--- config.mk ---
export PLATFORM = sky130hd
export DESIGN_NAME = uart_rx_ctrl_fsm
export DESIGN_NICKNAME = d
export VERILOG_FILES = /design/src/rtl/uart_rx_ctrl_fsm_pkg.sv /design/src/rtl/uart_rx_ctrl_fsm_edge_bit_cnt.sv /design/src/rtl/uart_rx_ctrl_fsm.sv
export SDC_FILE = /design/constraint.sdc
export NUM_CORES = 1
export LEC_CHECK = 0
export CAP_MARGIN = 0
export CORE_MARGIN = 10
export CORE_UTILIZATION = 42
export CTS_CLUSTER_SIZE = 24
export DETAILED_ROUTE_END_ITERATION = 6
export PLACE_DENSITY = 0.8
export RECOVER_POWER = 100
export SLEW_MARGIN = 20
export SYNTH_ARGS = -nofsm -noshare
export SYNTH_HDL_FRONTEND = slang
export SYNTH_SLANG_ARGS = --single-unit
--- constraint.sdc ---
create_clock -name clk -period 2.9 [get_ports clk]
set_clock_uncertainty 0.15 [all_clocks]
set_input_delay 0.58 -clock clk [delete_from_list [all_inputs] [get_ports clk]]
set_output_delay 0.58 -clock clk [all_outputs]
set_load 0.005 [all_outputs]
--- src/rtl/uart_rx_ctrl_fsm_pkg.sv ---
// Shared encodings and constants for the UART receive controller.
package uart_rx_ctrl_fsm_pkg;

    localparam int DATA_WIDTH = 8;

    localparam logic [5:0] PRESCALE_8  = 6'd8;
    localparam logic [5:0] PRESCALE_16 = 6'd16;
    localparam logic [5:0] PRESCALE_32 = 6'd32;

    typedef logic [2:0] state_t;

    localparam state_t ST_IDLE   = 3'd0;
    localparam state_t ST_START  = 3'd1;
    localparam state_t ST_DATA   = 3'd2;
    localparam state_t ST_PARITY = 3'd3;
    localparam state_t ST_STOP   = 3'd4;

    // Unsupported oversampling ratios fall back to 8.
    function automatic logic [5:0] prescale_norm(input logic [5:0] p);
        case (p)
            PRESCALE_16: return PRESCALE_16;
            PRESCALE_32: return PRESCALE_32;
            default:     return PRESCALE_8;
        endcase
    endfunction

endpackage

--- src/rtl/uart_rx_ctrl_fsm_edge_bit_cnt.sv ---
// Oversample edge counter with a bit counter that advances on each edge wrap.
module uart_rx_edge_bit_cnt
    import uart_rx_ctrl_fsm_pkg::*;
(
    input  logic       clk,
    input  logic       rst,
    input  logic       i_enable,
    input  logic       i_clear,
    input  logic [5:0] i_prescale,
    output logic [5:0] o_edge_cnt,
    output logic [3:0] o_bit_cnt,
    output logic       o_last
);

    logic [5:0] r_edge_cnt;
    logic [3:0] r_bit_cnt;
    logic       w_last;

    assign w_last = (r_edge_cnt == (i_prescale - 6'd1));

    always_ff @(posedge clk or negedge rst) begin
        if (!rst) begin
            r_edge_cnt <= '0;
            r_bit_cnt  <= '0;
        end else if (i_clear) begin
            r_edge_cnt <= '0;
            r_bit_cnt  <= '0;
        end else if (i_enable) begin
            if (w_last) begin
                r_edge_cnt <= '0;
                r_bit_cnt  <= r_bit_cnt + 4'd1;
            end else begin
                r_edge_cnt <= r_edge_cnt + 6'd1;
            end
        end
    end

    assign o_edge_cnt = r_edge_cnt;
    assign o_bit_cnt  = r_bit_cnt;
    assign o_last     = w_last;

endmodule

--- src/rtl/uart_rx_ctrl_fsm.sv ---
// UART receive controller: frame sequencing FSM and strobe decode.
//   state  | meaning
//   IDLE   | line idle, waiting for rx_in low
//   START  | timing start bit, glitch check at mid-bit
//   DATA   | shifting DATA_WIDTH data bits
//   PARITY | timing parity bit
//   STOP   | timing stop bit, frame verdict at its end
module uart_rx_ctrl_fsm
    import uart_rx_ctrl_fsm_pkg::*;
#(
    parameter int DATA_WIDTH = uart_rx_ctrl_fsm_pkg::DATA_WIDTH
) (
    input  logic       clk,
    input  logic       rst,
    input  logic       i_rx_in,
    input  logic [5:0] i_prescale,
    input  logic       i_par_en,
    input  logic       i_start_glitch,
    input  logic       i_par_err,
    input  logic       i_stop_err,
    output logic       o_data_samp_en,
    output logic       o_start_check_en,
    output logic       o_par_check_en,
    output logic       o_stop_check_en,
    output logic       o_deser_en,
    output logic [5:0] o_edge_cnt,
    output logic [3:0] o_bit_cnt,
    output logic       o_data_valid,
    output logic       o_busy
);

    localparam logic [3:0] LAST_DATA_BIT = 4'(DATA_WIDTH);

    state_t     r_state;
    state_t     w_state_nxt;
    logic [5:0] r_prescale;
    logic       r_par_en;
    logic       r_data_valid;
    logic       w_last;
    logic       w_clear;
    logic       w_go_start;
    logic       w_data_done;
    logic       w_at_half;
    logic [5:0] w_edge_cnt;
    logic [3:0] w_bit_cnt;

    uart_rx_edge_bit_cnt u_cnt (
        .clk        (clk),
        .rst        (rst),
        .i_enable   (o_busy),
        .i_clear    (w_clear),
        .i_prescale (r_prescale),
        .o_edge_cnt (w_edge_cnt),
        .o_bit_cnt  (w_bit_cnt),
        .o_last     (w_last)
    );

    assign w_data_done = (r_state == ST_DATA) && w_last && (w_bit_cnt == LAST_DATA_BIT);
    assign w_go_start  = !i_rx_in && ((r_state == ST_IDLE) || ((r_state == ST_STOP) && w_last));
    // Counters restart on every frame boundary and on a rejected start bit.
    assign w_clear     = (r_state == ST_IDLE) ||
                         (w_last && (((r_state == ST_START) && i_start_glitch) || (r_state == ST_STOP)));

    always_comb begin
        w_state_nxt = r_state;
        case (r_state)
            ST_IDLE:   if (!i_rx_in) w_state_nxt = ST_START;
            ST_START:  if (w_last) w_state_nxt = i_start_glitch ? ST_IDLE : ST_DATA;
            ST_DATA:   if (w_data_done) w_state_nxt = i_par_en ? ST_PARITY : ST_STOP;
            ST_PARITY: if (w_last) w_state_nxt = ST_STOP;
            ST_STOP:   if (w_last) w_state_nxt = i_rx_in ? ST_IDLE : ST_START;
            default:   w_state_nxt = ST_IDLE;
        endcase
    end

    always_ff @(posedge clk or negedge rst) begin
        if (!rst) begin
            r_state      <= ST_IDLE;
            r_prescale   <= PRESCALE_8;
            r_par_en     <= 1'b0;
            r_data_valid <= 1'b0;
        end else begin
            r_state      <= w_state_nxt;
            r_data_valid <= (r_state == ST_STOP) && w_last && !i_stop_err &&
                            (!r_par_en || !i_par_err);
            if (w_go_start)  r_prescale <= prescale_norm(i_prescale);
            if (w_data_done) r_par_en   <= i_par_en;
        end
    end

    assign w_at_half        = (w_edge_cnt == ((r_prescale >> 1) + 6'd2));
    assign o_busy           = (r_state != ST_IDLE);
    assign o_data_samp_en   = o_busy;
    assign o_start_check_en = (r_state == ST_START)  && w_at_half;
    assign o_deser_en       = (r_state == ST_DATA)   && w_at_half;
    assign o_par_check_en   = (r_state == ST_PARITY) && w_at_half;
    assign o_stop_check_en  = (r_state == ST_STOP)   && w_at_half;
    assign o_edge_cnt       = w_edge_cnt;
    assign o_bit_cnt        = w_bit_cnt;
    assign o_data_valid     = r_data_valid;

endmodule

# Word-level counts from Yosys, hierarchy flattened
# Cells that the tools add are included.
[word_totals]
ff_bits = 21
input_bits = 13
out_inout_bits = 17
wordCells = 66
[classes]
addsub = 4
n_eq_ne = 14
mux = 16
reduce_logical = 26
[ops]
columns = ["op", "n"]
rows = [
  ["3-bit 2-to-1 mux", 6],
  ["6-bit 2-to-1 mux", 3],
  ["3-bit case mux with 5 select lines", 1],
  ["6-bit == test", 2],
  ["1-bit logical AND", 12],
  ["4-bit 2-to-1 mux", 3],
  ["6-bit case mux with 2 select lines", 1],
  ["2-bit != test (second input constant)", 5],
  ["5-bit by 2-bit adder with 6-bit output (second input constant)", 1],
  ["6-bit by 1-bit adder with 6-bit output (second input constant)", 1],
  ["3-bit by 2-bit == test with 1-bit output (second input constant)", 2],
  ["6-bit by 5-bit == test with 1-bit output (second input constant)", 1],
  ["6-bit == test (second input constant)", 1],
  ["6-bit by 1-bit subtractor with 6-bit output (second input constant)", 1],
  ["5-bit AND reduction", 1],
  ["4-bit by 1-bit adder with 4-bit output (second input constant)", 1],
  ["4-bit == test (second input constant)", 1],
  ["1-bit zero test", 4],
  ["1-bit logical OR", 4],
  ["2-bit nonzero test", 2],
  ["3-bit by 1-bit == test with 1-bit output (second input constant)", 1],
  ["3-bit == test (second input constant)", 1],
  ["3-bit zero test", 1],
  ["3-bit nonzero test", 1],
  ["3 further kinds", 3],
]

# Depth between registers and ports, before layout
[logic_depth]
ltp_word = 7
mapped_depth = 7
ltp_nobuf = 6

# Modules after synthesis
# From an unflattened synthesis, not the netlist that was laid out.
[hier_totals]
hier_cells = 134
hier_area_um2 = 1337.5
[by_module_without_submodules]
columns = ["module", "n_inst", "cells_per_inst", "area_each_um2", "seq_area_each_um2"]
rows = [
  ["uart_rx_edge_bit_cnt", 1, 76, 770.7, 250.2],
  ["uart_rx_ctrl_fsm", 1, 58, 566.8, 201.4],
]

# Least setup slack after synthesis
# No wires, ideal clock.
[synth_path]
path_kind = "register to register"
start = "register r_prescale[3]"
end = "register r_prescale[5]"
setup_ns = 0.128
arrival_ns = 2.456
required_time_ns = 2.622
slack_ns = 0.166
stages_incl_launch_ff = 8
n_path_buf = 1
synth_period_minus_slack_ns = 2.734
cell_sequence = "dfstp_2 inv_1 ha_1 xor3_1 or4_1 buf_2 a2111o_1 mux2_1"
[synth_between]
elab_chain_cells = 5
[synth_lines]
columns = ["item", "line_no", "rtl"]
rows = [
  ["start: declaration", "uart_rx_ctrl_fsm.sv:36", "logic [5:0] r_prescale;"],
  ["start signal: assignment", "uart_rx_ctrl_fsm.sv:86", "if (w_go_start) r_prescale <= prescale_norm(i_prescale);"],
  ["6-bit by 1-bit subtractor with 6-bit output", "uart_rx_ctrl_fsm_edge_bit_cnt.sv:19", "assign w_last = (r_edge_cnt == (i_prescale - 6'd1));"],
  ["6-bit == test", "uart_rx_ctrl_fsm_edge_bit_cnt.sv:19", ""],
  ["1-bit logical AND", "uart_rx_ctrl_fsm.sv:59", "assign w_go_start = !i_rx_in && ((r_state == ST_IDLE) || ((r_state == ST_STOP) && w_last));"],
  ["1-bit logical OR", "uart_rx_ctrl_fsm.sv:59", ""],
  ["1-bit logical AND", "uart_rx_ctrl_fsm.sv:59", ""],
]
# Every way passes these cells.
# A chain may end at the register's enable or synchronous reset.

# Worst setup path in the final report
[layout_path]
start = "register r_prescale[3]"
end = "output o_start_check_en"
[layout_between]
elab_chain_cells = 3
[layout_lines]
columns = ["item", "line_no", "rtl"]
rows = [
  ["5-bit by 2-bit adder with 6-bit output", "uart_rx_ctrl_fsm.sv:91", "assign w_at_half = (w_edge_cnt == ((r_prescale >> 1) + 6'd2));"],
  ["6-bit == test", "uart_rx_ctrl_fsm.sv:91", ""],
  ["1-bit logical AND", "uart_rx_ctrl_fsm.sv:94", "assign o_start_check_en = (r_state == ST_START) && w_at_half;"],
  ["end: declaration", "uart_rx_ctrl_fsm.sv:22", "output logic o_start_check_en,"],
]
# Every way passes these cells.

==> impl_metrics.yaml <==
run_status:
  status: "completed"
worst_setup_path:
  cp_data_required_time_ns: 2.17
  reg2reg_depth: 6
  startpoint_type: "flop"
  cp-startpoint: "r_prescale[3]"
  worstReg2RegStart: "r_prescale[3]"
  worst_setup_path_end_kind: "primary output"
  r2r_end: "r_prescale[5]"
  critical_path_class: "reg -> out"
  cp_max_fo: 3
  cp.arrival_ns: 2.12
  r2r_slack_ns: 0.19
hold_path:
  timing.hold.worst_path_depth: 1
  hp-class: "reg -> reg"
  hp-start: "r_par_en"
  whs_endpoint: "o_data_valid"
global_routing:
  grtUsageMet1_pct: 13.1
  busiest_layer: "met2"
  grt_usage_pct: 11.1
  use_met3_pct: 4.18
  grt_pass1_wl_mm: 4.70
  grt_pass1_vias: 1017
  met2_usage_pct: 17.7
  grt_start_max_net_pins: 19
  grt_overflow: 0
  antenna_found_initial: 0
logic_synthesis:
  synth_edf_count: 0
  synthMuxAreaShare_pct: 3.93
  ys_async_sr_fraction_pct: 100
  synth_nets: 129
  ys_seq_area_share_pct: 41.7
  synth_top_area_cell: "dfrtp_1"
  synth-main-ff-cell: "dfrtp_1"
  synthXorXnorAreaFrac_pct: 10.3
  synthTopCellsByArea: "dfrtp_1 39%, ha_1 5.8%, xnor2_1 4.0%"
  synth_cells: 111
  yosys_warnings: 0
  synth_top_family_by_area: "simple AND/OR/NAND/NOR gates"
  syn_area_per_cell_um2: 9.75
  yosys.area.top_type_share_pct: 39.3
  yosys.cell_types.count: 38
  synthSimpleGateAreaFrac_pct: 21.7
  ys_ff_latch: 18
  synth-compound-area-share_pct: 11.8
  synthAdderAreaFrac_pct: 5.78
  syn-cell-area_um2: 1080
cts:
  cts_sinks: 18
  cts_inserted_buffers: 3
  h-tree-depth: 1
  cts_root_buf: "clkbuf_4"
  clk_path_buf_depth: 2
  cts_tree: "done"
  clkLatencyLatePin_ns: 0.30
  clkTransAtPathRegs_ns: 0.10
  cts_hold_buffers: 0
die:
  start_util_pct: 43.7
  core_area_um2: 2480
  fp.dieH_um: 70.8
  die_x_um: 70.8
  ioPinCount: 30
  die-area_um2: 5010
  num_rows: 18
power:
  power_frac_clock_pct: 13.7
  peakVddDrop_mv: 0.554
  power.total_mw: 1.16
  pwr-share-comb_pct: 49.2
  p_seq_share_pct: 37.1
  power_density_nw_per_um2: 779
  p_leak_nw: 0.681
  switching_share_pct: 39.4
  p_int_mw: 0.703
  power.switching_mw: 0.457
place:
  post-dp-hpwl_mm: 2.13
  pre_cts_slack_ns: 0.180
  placed_cells: 167
  gp_congestion: 0.806
  io_buffers: 29
finish:
  fillers: 227
  antenna_cells: 0
  final_core_util_pct: 60.1
  area_growth_syn_to_layout_pct: 37.6
  fin_nets: 164
  fin_cells: 175
  drive_above_1_share_pct: 11.7
route:
  viasPerCell: 5.39
  totalWireLength_mm: 2.81
  via_count: 944
  wl_per_cell_um: 16.1
  firstDrtPassIters: 4
  drt-initial-drc-count: 43
  ant_nets: 0
  drcViolationCount: 0
timing:
  setup-violations-final: 0
  relSlewSlack_pct: 44.8
  fmax_mhz: 351
  drv_slew: 0
  tightest_slew_ns: 0.826
  post-route-period-util_pct: 98.2
  fin_ws_ns: 0.0516
  period_needed_ns: 2.85
  hold_viol: 0
run:
  cap_violations: 0
## worst max-delay path by stage
stage,end,slack (ns),cells past startpoint
final,o_start_check_en,0.05,5
after global routing,o_start_check_en,-0.03,5
after CTS,o_start_check_en,0.02,7
after detailed placement,r_prescale[5],0.18,6
after global placement,r_prescale[5],0.24,6
after floorplan,r_prescale[5],0.17,7
## layout make-up
type | instances | area [µm²] | area share [%]
clock buffers | 4 | 36.3 | 2.44
inverters | 6 | 22.5 | 1.51
multi-input cells | 81 | 599 | 40.3
flip-flops and latches | 18 | 454 | 30.5
well taps | 30 | 37.5 | 2.52
repair buffers | 36 | 339 | 22.8
## routing by layer
| metal | wire length (µm) | part of all wire [%] |
|---|---|---|
| met1 | 1160 | 41 |
| met2 | 1450 | 52 |
| met3 | 188 | 6.7 |
| met4 | 12 | 0.43 |
| met5 | 0 | 0 |
## synthesized netlist by cell type, types with 2 or more instances
library cell / count
dfrtp_1: 17
nor2_1: 10
nand2_1: 7
inv_1: 6
nand3_1: 6
ha_1: 5
xnor2_1: 5
xor2_1: 5
o21ai_0: 4
a21o_1: 3
a21oi_1: 3
and3_1: 3
clkbuf_1: 3
nand2b_1: 3
nor4b_1: 3
buf_2: 2
mux2i_1: 2
nor4_1: 2
or3_1: 2
or4_1: 2
## through the flow
step,hold WS [ns],setup TNS (ns),instance area [µm²]
3_3_place_gp,0.311,0,1400
2_1_floorplan,0.134,0,1080
5_1_grt,0.339,-0.0329,1490
4_1_cts,0.331,0,1460
6_report,0.325,0,1490
3_5_place_dp,0.314,0,1400
## cell usage in the layout, fill, tap and decap left out, drive strengths merged, types with 4 or more instances in the layout
cell type and count:
clkdlybuf4s50 23, dfrtp 17, nor2 10, nand2 7, inv 6, nand3 6, dlygate4sd3 6, buf 6
xnor2 5, xor2 5, ha 5, clkbuf 5, o21ai 4
## kinds of logic after synthesis
group,Yosys count
buffers and inverters,12
AOI/OAI and AO/OA,18
xor gates and xnor gates,11
muxes,4
DFF,18
adders and majority gates,5
and+or+nand+nor,43
## timing repair
item                                    4_1_cts  5_1_grt
hold endpoints to repair                      0        0
endpoints found under the setup margin        4        2
resized for setup                             2        3
pin swaps                                     1        1
setup buffers                                 1        3
## worst max-delay path, stage by stage (launching register included)
cell             delay, ns
dfstp_2               0.57
xor2_1                0.10
nor4_4                0.32
nand2_1               0.14
nor3_2                0.16
clkdlybuf4s50_1       0.54
## sequential cells by signal, indices dropped and copies added (netlist names)
signal / count
u_cnt.o_bit_cnt: 4
r_prescale: 3
r_par_en: 1
u_cnt.o_edge_cnt: 6
r_state: 3
o_data_valid: 1
## power groups by stage
stage	clock network, mW	logic (mW)	registers, mW
final	0.159	0.571	0.430
after global routing	0.177	0.644	0.441
after CTS	0.165	0.570	0.429
after detailed placement	0	0.523	0.438
after global placement	0	0.504	0.433
after floorplan	0	0.323	0.395
Power figures use the tool's default switching activity.
